--- config.mk ---
export PLATFORM = sky130hd
export DESIGN_NAME = oled_text_sched
export DESIGN_NICKNAME = d
export VERILOG_FILES = /design/src/rtl/oled_text_sched.sv
export SDC_FILE = /design/constraint.sdc
export NUM_CORES = 1
export LEC_CHECK = 0
export ABC_AREA = 1
export CORE_MARGIN = 5
export CORE_UTILIZATION = 29
export CTS_CLUSTER_DIAMETER = 40
export DETAILED_ROUTE_END_ITERATION = 16
export PLACE_DENSITY_LB_ADDON = 0.12
export SETUP_SLACK_MARGIN = 0.05
export SLEW_MARGIN = 30
export SYNTH_ARGS = -nofsm -noshare
export SYNTH_HDL_FRONTEND = slang
export SYNTH_SLANG_ARGS = --single-unit
--- constraint.sdc ---
create_clock -name clock -period 2.2 [get_ports clock]
set_clock_uncertainty 0.1 [all_clocks]
set_input_delay 0.44 -clock clock [delete_from_list [all_inputs] [get_ports clock]]
set_output_delay 0.44 -clock clock [all_outputs]
set_load 0.05 [all_outputs]
--- src/rtl/oled_text_sched.sv ---
`timescale 1ns/1ps
// -----------------------------------------------------------------------------
// oled_text_sched
//
// Text-mode front end for oled_control. Holds a ROWS x COLS character buffer,
// accepts cell writes from two client ports (A, B) with round-robin
// arbitration, and streams whole frames to oled_control. Each frame covers
// cells 0..N-1 in raster order, one character per send_data/send_done
// handshake. A frame is never cut short, so oled_control's 128-column/page
// wrap stays aligned with the buffer.
//
// Optional feature (compile-time macro OLED_SCHED_CLEAR_EN):
//   defined     -> adds input clear_req; a one-cycle pulse blanks every cell,
//                  marks the buffer dirty and blocks both write ports that cycle.
//   not defined -> no clear_req port; the buffer is blanked only by reset_n.
//
// Ports:
//   clock            in   system clock
//   reset_n          in   asynchronous active-low reset
//   clear_req        in   (OLED_SCHED_CLEAR_EN only) blank the whole buffer
//   a_wr_valid       in   client A write request
//   a_wr_addr        in   client A cell index (row*COLS+col), AW bits
//   a_wr_char        in   client A character code, CHAR_W bits
//   a_wr_ready       out  client A write accepted this cycle
//   b_wr_*           --   same as A for client B
//   send_data        out  character presented to oled_control
//   send_data_valid  out  request to oled_control
//   send_done        in   oled_control finished the current character
//   busy             out  a frame is in progress
//   frame_done       out  one-cycle pulse after the last cell of a frame
// -----------------------------------------------------------------------------
module oled_text_sched #(
    parameter int                CHAR_W     = 7,
    parameter int                COLS       = 16,
    parameter int                ROWS       = 4,
    parameter logic [CHAR_W-1:0] BLANK_CHAR = 7'h20,
    localparam int               N          = ROWS * COLS,
    localparam int               AW         = $clog2(N)
) (
    input  logic              clock,
    input  logic              reset_n,
`ifdef OLED_SCHED_CLEAR_EN
    input  logic              clear_req,
`endif
    input  logic              a_wr_valid,
    input  logic [AW-1:0]     a_wr_addr,
    input  logic [CHAR_W-1:0] a_wr_char,
    output logic              a_wr_ready,
    input  logic              b_wr_valid,
    input  logic [AW-1:0]     b_wr_addr,
    input  logic [CHAR_W-1:0] b_wr_char,
    output logic              b_wr_ready,
    output logic [CHAR_W-1:0] send_data,
    output logic              send_data_valid,
    input  logic              send_done,
    output logic              busy,
    output logic              frame_done
);

    typedef enum logic [1:0] {
        S_IDLE,
        S_LOAD,
        S_SEND,
        S_DRAIN
    } state_t;

    state_t            r_state;
    state_t            w_state_nxt;
    logic [CHAR_W-1:0] r_buf [N];
    logic              r_dirty;
    logic              r_last_b;     // 1: last grant went to B
    logic [AW-1:0]     r_idx;

    logic              w_clear;
    logic              w_a_grant;
    logic              w_b_grant;
    logic              w_a_inr;
    logic              w_b_inr;
    logic              w_last_idx;

`ifdef OLED_SCHED_CLEAR_EN
    assign w_clear = clear_req;
`else
    assign w_clear = 1'b0;
`endif

    // Round-robin: when both clients ask, the side that did not win last
    // time is served. A clear in the same cycle blocks both ports.
    assign w_a_grant = !w_clear && a_wr_valid && (!b_wr_valid ||  r_last_b);
    assign w_b_grant = !w_clear && b_wr_valid && (!a_wr_valid || !r_last_b);

    assign a_wr_ready = w_a_grant;
    assign b_wr_ready = w_b_grant;

    // Out-of-range addresses are acknowledged but never stored.
    assign w_a_inr    = (32'(a_wr_addr) < N);
    assign w_b_inr    = (32'(b_wr_addr) < N);
    assign w_last_idx = (r_idx == AW'(N - 1));

    always_ff @(posedge clock or negedge reset_n) begin
        if (!reset_n) begin
            r_last_b <= 1'b1;
        end else if (w_a_grant) begin
            r_last_b <= 1'b0;
        end else if (w_b_grant) begin
            r_last_b <= 1'b1;
        end
    end

    always_ff @(posedge clock or negedge reset_n) begin
        if (!reset_n) begin
            for (int i = 0; i < N; i++) begin
                r_buf[i] <= BLANK_CHAR;
            end
        end else if (w_clear) begin
            for (int i = 0; i < N; i++) begin
                r_buf[i] <= BLANK_CHAR;
            end
        end else begin
            if (w_a_grant && w_a_inr) begin
                r_buf[a_wr_addr] <= a_wr_char;
            end
            if (w_b_grant && w_b_inr) begin
                r_buf[b_wr_addr] <= b_wr_char;
            end
        end
    end

    // A write landing in the same cycle that IDLE consumes the dirty flag
    // keeps it set, so that write is guaranteed a later frame.
    always_ff @(posedge clock or negedge reset_n) begin
        if (!reset_n) begin
            r_dirty <= 1'b1;
        end else if (w_clear || w_a_grant || w_b_grant) begin
            r_dirty <= 1'b1;
        end else if (r_state == S_IDLE && r_dirty) begin
            r_dirty <= 1'b0;
        end
    end

    always_ff @(posedge clock or negedge reset_n) begin
        if (!reset_n) begin
            r_state <= S_IDLE;
        end else begin
            r_state <= w_state_nxt;
        end
    end

    always_comb begin
        w_state_nxt = r_state;
        case (r_state)
            S_IDLE:  if (r_dirty) w_state_nxt = S_LOAD;
            S_LOAD:  w_state_nxt = S_SEND;
            S_SEND:  if (send_done) w_state_nxt = S_DRAIN;
            // No new request while oled_control still holds send_done high.
            S_DRAIN: if (!send_done) w_state_nxt = w_last_idx ? S_IDLE : S_LOAD;
            default: w_state_nxt = S_IDLE;
        endcase
    end

    always_ff @(posedge clock or negedge reset_n) begin
        if (!reset_n) begin
            r_idx           <= '0;
            send_data       <= '0;
            send_data_valid <= 1'b0;
            busy            <= 1'b0;
            frame_done      <= 1'b0;
        end else begin
            frame_done <= 1'b0;
            case (r_state)
                S_IDLE: begin
                    if (r_dirty) begin
                        r_idx <= '0;
                        busy  <= 1'b1;
                    end
                end
                S_LOAD: begin
                    // Buffer is read here, so a write ahead of idx still
                    // makes it into the current frame.
                    send_data       <= r_buf[r_idx];
                    send_data_valid <= 1'b1;
                end
                S_SEND: begin
                    if (send_done) begin
                        send_data_valid <= 1'b0;
                    end
                end
                S_DRAIN: begin
                    if (!send_done) begin
                        if (w_last_idx) begin
                            frame_done <= 1'b1;
                            busy       <= 1'b0;
                        end else begin
                            r_idx <= r_idx + AW'(1);
                        end
                    end
                end
                default: ;
            endcase
        end
    end

endmodule
==> out/results.txt, run 1 <==
The routed length per placed instance is 26.0 µm. Setup slack on the worst reg-to-reg path comes out at -0.05 ns. Headroom to the max-slew limit came out at 48.8%.

Setup violations remaining at the end of the flow were counted as 11. The worst path needs 2.39 ns of the cycle, external delays included. The logs give 29 for the distinct cell type count after synthesis and 468 for the clock sink count. The die extent in y works out to 312 µm. The run gives 84.1 mm as the final HPWL from detailed placement.

In this run the worst path has a maximum fanout of 3. STA classifies the critical path startpoint as a flip-flop. Number of max-cap violations: 0.

Grouping stages by cell kind, the critical path spends the most delay in flip-flops. The area growth from synthesis to final layout came out at 50.6%. The library cell used as clock root buffer is sky130_fd_sc_hd__clkbuf_16.

Data on the critical path is required at its endpoint by 1.66 ns. The number of warning messages in the yosys log was 0. The checks that failed: negative setup slack. For this run, the detailed router's first-pass iteration total came to 6. Walking the worst path, the cells encountered are inv_2 -> o21ai_4 -> inv_2 -> buf_6 -> buf_8. For the pin with the worst max-slew slack, the measured transition is 0.767 ns.

The number of routed nets with antenna violations came out at 0. Standard cell with the maximum stage delay on the critical path: sky130_fd_sc_hd__dfstp_2. The cell type with the highest occurrence count on the critical path was sky130_fd_sc_hd__inv_2. The width of the die was 312 µm; the sequential share of the synthesized area was 44.6%. The total area inside the core boundary comes to 0.0903 mm². End point of the worst hold path: r_buf[187]$_DFF_PN1_. For this run, the total global-route usage over all layers was measured as 26.1%.

TritonCTS built the clock tree. The number of hold-slack violations in the final timing report was 0. The tools report the endpoint class of the critical path as a primary output. Derived from the worst setup path, the maximum achievable clock frequency is 0.418 GHz. The run gives 0.908 as the final estimated routing congestion in global placement.

Power per standard cell area: 1110 mW/mm². In this run the cell area measured after placement is 0.0315 mm². Count of cells along the worst register-to-register path: 11. The tools report the launch instance of the worst register-to-register path as r_idx[0]$_DFFE_PN0P_. The net count of the finished layout is 4014. Averaged over all synthesized cells, the footprint is 7.33 µm². Data arrives at the worst endpoint at 1.85 ns.

The tools report the final worst hold slack as 0.0469 ns. Number of clock buffers inserted by TritonCTS: 111. In this run, the number of DRC markers left after iteration 0 of detailed routing was 3167. Across the VDD grid, the largest voltage drop is 701 µV. The count of buffers added on input and output ports is 42.

Setup repair after global routing could not meet its margin everywhere. Type of the setup path with the least slack: flip-flop to primary output. The startpoint identified for the worst hold timing path is a_wr_char[5]. The final cycle utilization of the critical path is 109%, and the final global-route overflow total is 0. After floorplanning, the core was divided into 110 placement rows.

On the worst path, the slowest cell contributes a delay of 0.52 ns. The run gives 0 as the final number of max-transition violations. Cells with a size suffix above 1 make up 31.3% of the layout. For this configuration, the core starts out at a cell density of 29.3%.

For the number of antenna violations at the first check in global routing, the log shows 4. The tools report the number of H-tree branching levels as 3. For this design the top-level I/O count stands at 43. For the wire length of the first global-routing pass, the log shows 191 mm. Maximum number of pins on one net before global-route repair: 72. The flow ran to the end, but the final reports show violations. The tools report the total wire length after detailed routing as 136 mm.

The number of global-route vias before repair was 27100. The post-synthesis net count was 3647; the mean number of vias per cell was 5.57. The clock slew at the register clock pins of the worst setup and hold paths came out at 0.05 ns. The synthesized design contains 468 register bits. The final route contains 29200 vias.

The tools report the cell count after synthesis as 3610. The hold-critical path depth is 3. The post-layout worst setup margin came out at -0.191 ns.

After detailed routing, the number of remaining DRC violations is 0. The die covers 0.0973 mm². The finished cells cover 0.0398 mm². The logs give 44.1% for the final core area utilization and 17.7 nW for the static leakage. The critical path contains buffers and inverters numbering 4 combined. Counting along the longest clock path gives a buffer depth of 3.

The worst register-to-register path ends at send_data[1]$_DFFE_PN0P_. Latest clock arrival within the worst-skew pair: 0.67 ns. After synthesis the cells add up to 0.0264 mm². The worst hold path belongs to the class input port to flip-flop.
-- cells in the final DEF (no fill, tap or decap), types with 66 or more instances in the layout --
| cell type | synthesis | layout |
|---|---|---|
| sky130_fd_sc_hd__buf_6 | 0 | 69 |
| sky130_fd_sc_hd__buf_4 | 1 | 281 |
| sky130_fd_sc_hd__nor2_1 | 187 | 176 |
| sky130_fd_sc_hd__inv_1 | 174 | 152 |
| sky130_fd_sc_hd__nand2_2 | 4 | 103 |
| sky130_fd_sc_hd__a21oi_1 | 175 | 137 |
| sky130_fd_sc_hd__dfstp_2 | 66 | 66 |
| sky130_fd_sc_hd__nand3_1 | 429 | 298 |
| sky130_fd_sc_hd__clkbuf_16 | 0 | 133 |
| sky130_fd_sc_hd__a31oi_1 | 126 | 125 |
| sky130_fd_sc_hd__nand3_2 | 0 | 105 |
| sky130_fd_sc_hd__o21ai_1 | 5 | 131 |
| sky130_fd_sc_hd__dfrtp_1 | 402 | 399 |
| sky130_fd_sc_hd__buf_12 | 0 | 116 |
| sky130_fd_sc_hd__o211ai_1 | 146 | 146 |
| sky130_fd_sc_hd__nand2_1 | 964 | 816 |
| sky130_fd_sc_hd__o21ai_0 | 393 | 206 |
| sky130_fd_sc_hd__o22ai_1 | 141 | 138 |
-- logic make-up (layout without fill, tap and decap cells) --
| kind of cell | after synthesis | in the layout | synth area share (%) |
|---|---|---|---|
| DFF | 468 | 468 | 44.6 |
| and+or+nand+nor | 1636 | 1638 | 26.0 |
| buffers and inverters | 504 | 966 | 7.51 |
| adders and majority gates | 6 | 6 | 0.284 |
| AOI/OAI and AO/OA | 996 | 996 | 21.6 |
| other | 0 | 1 | 0 |
-- state kept, by name, indices dropped and copies added, names as in the netlist --
| signal | count |
|---|---|
| send_data_valid | 1 |
| r_idx | 6 |
| r_last_b | 1 |
| frame_done | 1 |
| busy | 1 |
| r_buf | 448 |
| r_state | 2 |
| send_data | 7 |
| r_dirty | 1 |
-- report_power, final --
group | internal [mW] | total [mW] | switching, mW
logic | 5.55 | 14.3 | 8.72
registers | 11.0 | 12.3 | 1.28
clock network | 11.7 | 17.8 | 6.10
total | 28.2 | 44.3 | 16.1
-- cell type report --
class	count	area (µm²)
Clock inverter	88	1100
Antenna cell	1	2.50
Timing Repair inverter	1	30.0
Timing Repair Buffer	574	6860
Multi-Input combinational cell	2640	14900
Clock buffer	122	2910
Inverter	181	727
Tap cell	1176	1470
Sequential cell	468	11800
Fill cell	9006	50500
-- per-layer routing --
metal / vias to the layer above / routed length (µm) / GRT usage (%)
met5: - / 14 / 0
met4: 2 / 4280 / 7.54
met3: 245 / 9970 / 4.20
met2: 1277 / 61000 / 40.7
met1: 14400 / 61100 / 37.4
li1: 13300 / - / -
-- how the worst max path moves through the flow --
stage	from	endpoint	slack, ns	cells past startpoint
final	r_last_b$_DFFE_PN1P_	b_wr_ready	-0.19	5
after global routing	r_last_b$_DFFE_PN1P_	b_wr_ready	-0.24	5
after CTS	r_last_b$_DFFE_PN1P_	b_wr_ready	-0.23	5
after detailed placement	b_wr_addr[1]	r_buf[282]$_DFF_PN0_	-0.45	9
after global placement	a_wr_addr[5]	r_buf[175]$_DFF_PN0_	-0.46	11
after floorplan	r_last_b$_DFFE_PN1P_	r_buf[237]$_DFF_PN0_	0.01	11
-- worst register-to-register path: stages (launching register included) --
cell and delay (ns):
sky130_fd_sc_hd__dfrtp_4 0.55, sky130_fd_sc_hd__buf_6 0.15, sky130_fd_sc_hd__buf_12 0.16, sky130_fd_sc_hd__buf_8 0.17, sky130_fd_sc_hd__nand2_1 0.07, sky130_fd_sc_hd__nand3_1 0.12, sky130_fd_sc_hd__nand2_1 0.16, sky130_fd_sc_hd__a21oi_1 0.24
sky130_fd_sc_hd__nand3_2 0.15, sky130_fd_sc_hd__nand3_2 0.13, sky130_fd_sc_hd__nand3_4 0.11, sky130_fd_sc_hd__nand2_2 0.09
-- stage by stage --
step	power (mW)	setup TNS [ns]	setup slack (ns)	cells
global placement	23.5	-125.39	-0.464	4925
detailed placement	23.5	-124.19	-0.453	4925
floorplan	18.4	0	0.0143	3610
finish	44.3	-0.539	-0.191	5251
CTS	42.7	-0.391	-0.232	5166
global route	46.2	-5.60	-0.244	5250
-- cells in the mapped netlist --
library cell               instances  area, µm²
sky130_fd_sc_hd__nand2_1         964       3620
sky130_fd_sc_hd__nand3_1         429       2150
sky130_fd_sc_hd__dfrtp_1         402      10100
sky130_fd_sc_hd__o21ai_0         393       1970
sky130_fd_sc_hd__clkbuf_1        231        867
sky130_fd_sc_hd__nor2_1          187        702
sky130_fd_sc_hd__a21oi_1         175        876
sky130_fd_sc_hd__inv_1           174        653
sky130_fd_sc_hd__o211ai_1        146       1100
sky130_fd_sc_hd__o22ai_1         141        882
sky130_fd_sc_hd__a31oi_1         126        788
sky130_fd_sc_hd__buf_2            71        355
sky130_fd_sc_hd__dfstp_2          66       1730
sky130_fd_sc_hd__nand4_1          25        156
sky130_fd_sc_hd__buf_1            19       71.3
sky130_fd_sc_hd__nor3_1           10       50.1
sky130_fd_sc_hd__nor3_2           10        100
sky130_fd_sc_hd__ha_1              6       75.1
sky130_fd_sc_hd__a211oi_1          5       37.5
sky130_fd_sc_hd__nor2_2            5       31.3
sky130_fd_sc_hd__o21ai_1           5       25.0
sky130_fd_sc_hd__clkinv_1          4       15.0
sky130_fd_sc_hd__nand2_2           4       25.0
sky130_fd_sc_hd__o21a_1            4       30.0
sky130_fd_sc_hd__inv_2             3       11.3
sky130_fd_sc_hd__nor4_4            2       42.5
sky130_fd_sc_hd__buf_4             1       7.51
sky130_fd_sc_hd__clkbuf_2          1       5.00
sky130_fd_sc_hd__o21ai_4           1       16.3
-- what timing repair did --
action                     4_1_cts  5_1_grt
pin swaps                       42      177
setup buffers                   22       48
resized for setup              176      749
cloned                           8       41
hold endpoints to repair       196        0
hold buffers                     1        0
setup endpoints to repair       30      443
Power figures use the tool's default switching activity.
==> run 2: changes to the inputs <==
- clock period: 2.2 -> 2.52 ns (I/O delays scaled with it)
==> out/results.txt, run 2 (synthesized netlist as in run 1, its figures left out) <==
The flow ran to the end, and the final reports show no timing, DRC or antenna violations. The worst register-to-register path has a depth of 10. The core region is 0.0903 mm². For the area of the die, the log shows 0.0973 mm².

The first TritonRoute pass finished after 6 iterations. For the number of hold-slack violations in the final timing report, the log shows 0. The count of buffers from port buffering came out at 42. Along the worst path, the maximum fanout reaches 38.

The switching share of total power works out to 34.0%. The top cell types in the final layout, fill and taps aside, are sky130_fd_sc_hd__nand2_1 (959), sky130_fd_sc_hd__nand3_1 (429), sky130_fd_sc_hd__dfrtp_1 (399). For the worst-skew pair, the clock arrives at the later sink with an insertion delay of 0.67 ns. Derived from the worst setup path, the maximum achievable clock frequency is 0.410 GHz.

Setup total negative slack on the finished layout was measured at 0 ns. The setup violation total in the final timing report is 0, and the number of vias after detailed routing is 28000. Entering global routing, the biggest net connects 72 pins.

Setup repair after global routing could not meet its margin everywhere. The path class of the tightest hold or removal check is input port to flip-flop. The clock network fraction of design power was 44.5%. At the pin with the least slew margin, the transition time is 0.841 ns. For the final number of max-transition violations, the log shows 0.

For this run the aggregate overflow at the end of global routing stands at 0. For the worst setup path, the data required time is 3.02 ns. Timing analysis after detailed placement gives a worst setup slack of -0.190 ns. TritonCTS built the clock tree. The number of antenna violations at the first check in global routing is 4. The portion of total power attributed to combinational logic is 26.2%, and the final critical delay including setup and external delays is 2.44 ns. Setup slack on the critical path of the routed design comes to 0.0815 ns. STA puts the critical path data arrival time at 2.94 ns.

For this run, design rule violations remaining after detail routing come to 0. The tools report the cell area after placement as 0.0308 mm². For the number of routed nets with antenna violations, the log shows 0. The number of H-tree branching levels is 3. In this run the critical register-to-register path is launched from r_idx[0]$_DFFE_PN0P_. The tools report the cell row count as 110.

Counting instances, the worst hold path has a depth of 3. Compared with the post-synthesis result, the final layout area differs by 32.7%. Cells with a size suffix above 1 make up 17.4% of the layout. In the final layout, the registers with the most flip-flops are r_buf (448), send_data (7), r_idx (6).

The analysis attributes to net switching a power of 12.4 mW. Pin placement for this block handled 43 I/O pins. The tool flagged a number of max-cap violations equal to 0. Of the total power, registers draw 29.3%. For this design the ratio of total power to cell area is 1040 mW/mm². Once detailed placement completed, the half-perimeter wirelength came to 82.2 mm. In this run, CTS created clock tree buffers numbering 112.

The tools report the layout filler cell count as 9314. For this design, the sink count on the clock tree is 468. The width of the die is 312 µm, and the mean number of vias per cell is 5.52. The worst setup path is launched from a flip-flop. Summing all non-filler instances in the final layout gives an area of 0.0351 mm². The initial utilization of the core area, before any placement, comes to 29.3%. The register name with the most flops is r_buf. Dividing the final minimum period by the clock period gives 96.8%. Startpoint of the tightest hold check path: b_wr_char[0]. After detailed routing, the average wire length per cell comes to 25.4 µm. Final worst hold slack: 0.213 ns.

The critical path is of the flip-flop to flip-flop type. The die is 312 µm tall. Library cell used as clock root buffer: sky130_fd_sc_hd__clkbuf_16.

For this block, the initial DRC count from the detailed router was 3431. The worst register-to-register path has a setup slack of 0.08 ns. The clock passes through at most 3 buffers. The most common cell after layout, fill and taps aside is sky130_fd_sc_hd__nand2_1.

The first global-routing pass estimated 190 mm of wire. The end point of the worst hold path was r_buf[245]$_DFF_PN0_. Summed over all layers, the routed wires come to 129 mm.

After clock tree synthesis, the clock-pin slew on the worst setup and hold paths is 0.05 ns. STA classifies the critical path endpoint as a flip-flop. The number of flip-flops under the largest register name is 448, and the peak supply drop is 640 µV.

The analysis attributes to cell leakage a power of 15.6 nW. The internal portion of the total power is 24.1 mW. The headroom to the max-slew limit was 43.9%; the all-layer global routing usage was 25.8%. The area of the multi-input gates was 0.0128 mm²; the number of global-route vias before repair was 26700. In this run the critical register-to-register path is captured at send_data[6]$_DFFE_PN0P_. For the final estimated routing congestion in global placement, the log shows 0.897. The final layout contains 3831 nets. Cells fill 38.9% of the core in the end. The area taken by flip-flops and latches is 0.0118 mm².
run 2: cell types whose count changed in the layout (fill, tap and decap cells not counted), sizes merged:
cell,previous run,this run
dlygate4sd2,5,7
clkdlybuf4s50,18,20
clkdlybuf4s15,4,0
nand2,970,968
bufinv,17,24
inv,197,183
clkbuf,144,149
buf,524,364
clkinvlp,13,9
dlymetal6s2s,0,1
clkinv,43,29
run 2: cell type report:
cell class,instances,area share (%)
clock inverter,64,3.00
inverter,181,1.96
multi-input combinational,2638,36.4
sequential,468,33.6
tap,1176,4.19
clock buffer,149,8.98
antenna,1,0.00713
timing repair buffer,393,11.8
run 2: worst max-delay path by stage:
| stage | start | cells past startpoint | end | slack (ns) |
|---|---|---|---|---|
| 6_report | r_idx[0]$_DFFE_PN0P_ | 10 | send_data[6]$_DFFE_PN0P_ | 0.08 |
| 5_1_grt | r_last_b$_DFFE_PN1P_ | 7 | a_wr_ready | 0.03 |
| 4_1_cts | r_last_b$_DFFE_PN1P_ | 7 | a_wr_ready | 0.007 |
| 3_5_place_dp | b_wr_valid | 10 | r_buf[6]$_DFF_PN0_ | -0.19 |
| 3_3_place_gp | a_wr_valid | 12 | r_buf[287]$_DFF_PN0_ | -0.14 |
| 2_1_floorplan | a_wr_valid | 11 | r_buf[237]$_DFF_PN0_ | 0.32 |
run 2: metrics by stage:
step	instances	total power [mW]
floorplan	3610	16.0
global placement	4853	20.1
detailed placement	4853	20.1
CTS	5069	36.5
global route	5069	38.1
finish	5070	36.4
run 2: power groups by stage:
stage | Combinational, mW | Sequential, mW | Clock [mW]
after floorplan | 5.55 | 10.5 | 0
after global placement | 9.35 | 10.7 | 0
after detailed placement | 9.37 | 10.7 | 0
after CTS | 9.40 | 10.7 | 16.4
after global routing | 10.5 | 10.9 | 16.8
final | 9.53 | 10.7 | 16.2
run 2: layer usage:
metal,up-vias,track usage (%),wire length (µm)
met4,2,7.81,3710
met3,214,4.66,10100
met5,-,0,19
li1,12800,-,-
met2,1228,38.3,55100
met1,13700,38.3,59600
run 2: critical path, stage by stage (launching register included):
cell and delay (ns):
sky130_fd_sc_hd__dfrtp_4 0.44, sky130_fd_sc_hd__buf_12 0.22, sky130_fd_sc_hd__buf_12 0.25, sky130_fd_sc_hd__nand2_1 0.15, sky130_fd_sc_hd__nand3_1 0.14, sky130_fd_sc_hd__nand3_1 0.26
sky130_fd_sc_hd__nand3_1 0.20, sky130_fd_sc_hd__nand3_1 0.10, sky130_fd_sc_hd__nand3_1 0.12, sky130_fd_sc_hd__nand3_1 0.19, sky130_fd_sc_hd__nand2_1 0.14
run 2: what timing repair did:
| item | CTS | global route |
|---|---|---|
| resized for setup | 13 | 9 |
| hold endpoints to repair | 28 | 0 |
| buffers inserted | 3 | 0 |
| hold buffers | 1 | 0 |
| endpoints found under the setup margin | 9 | 17 |
| pin swaps | 1 | 0 |
| cloned | 0 | 0 |
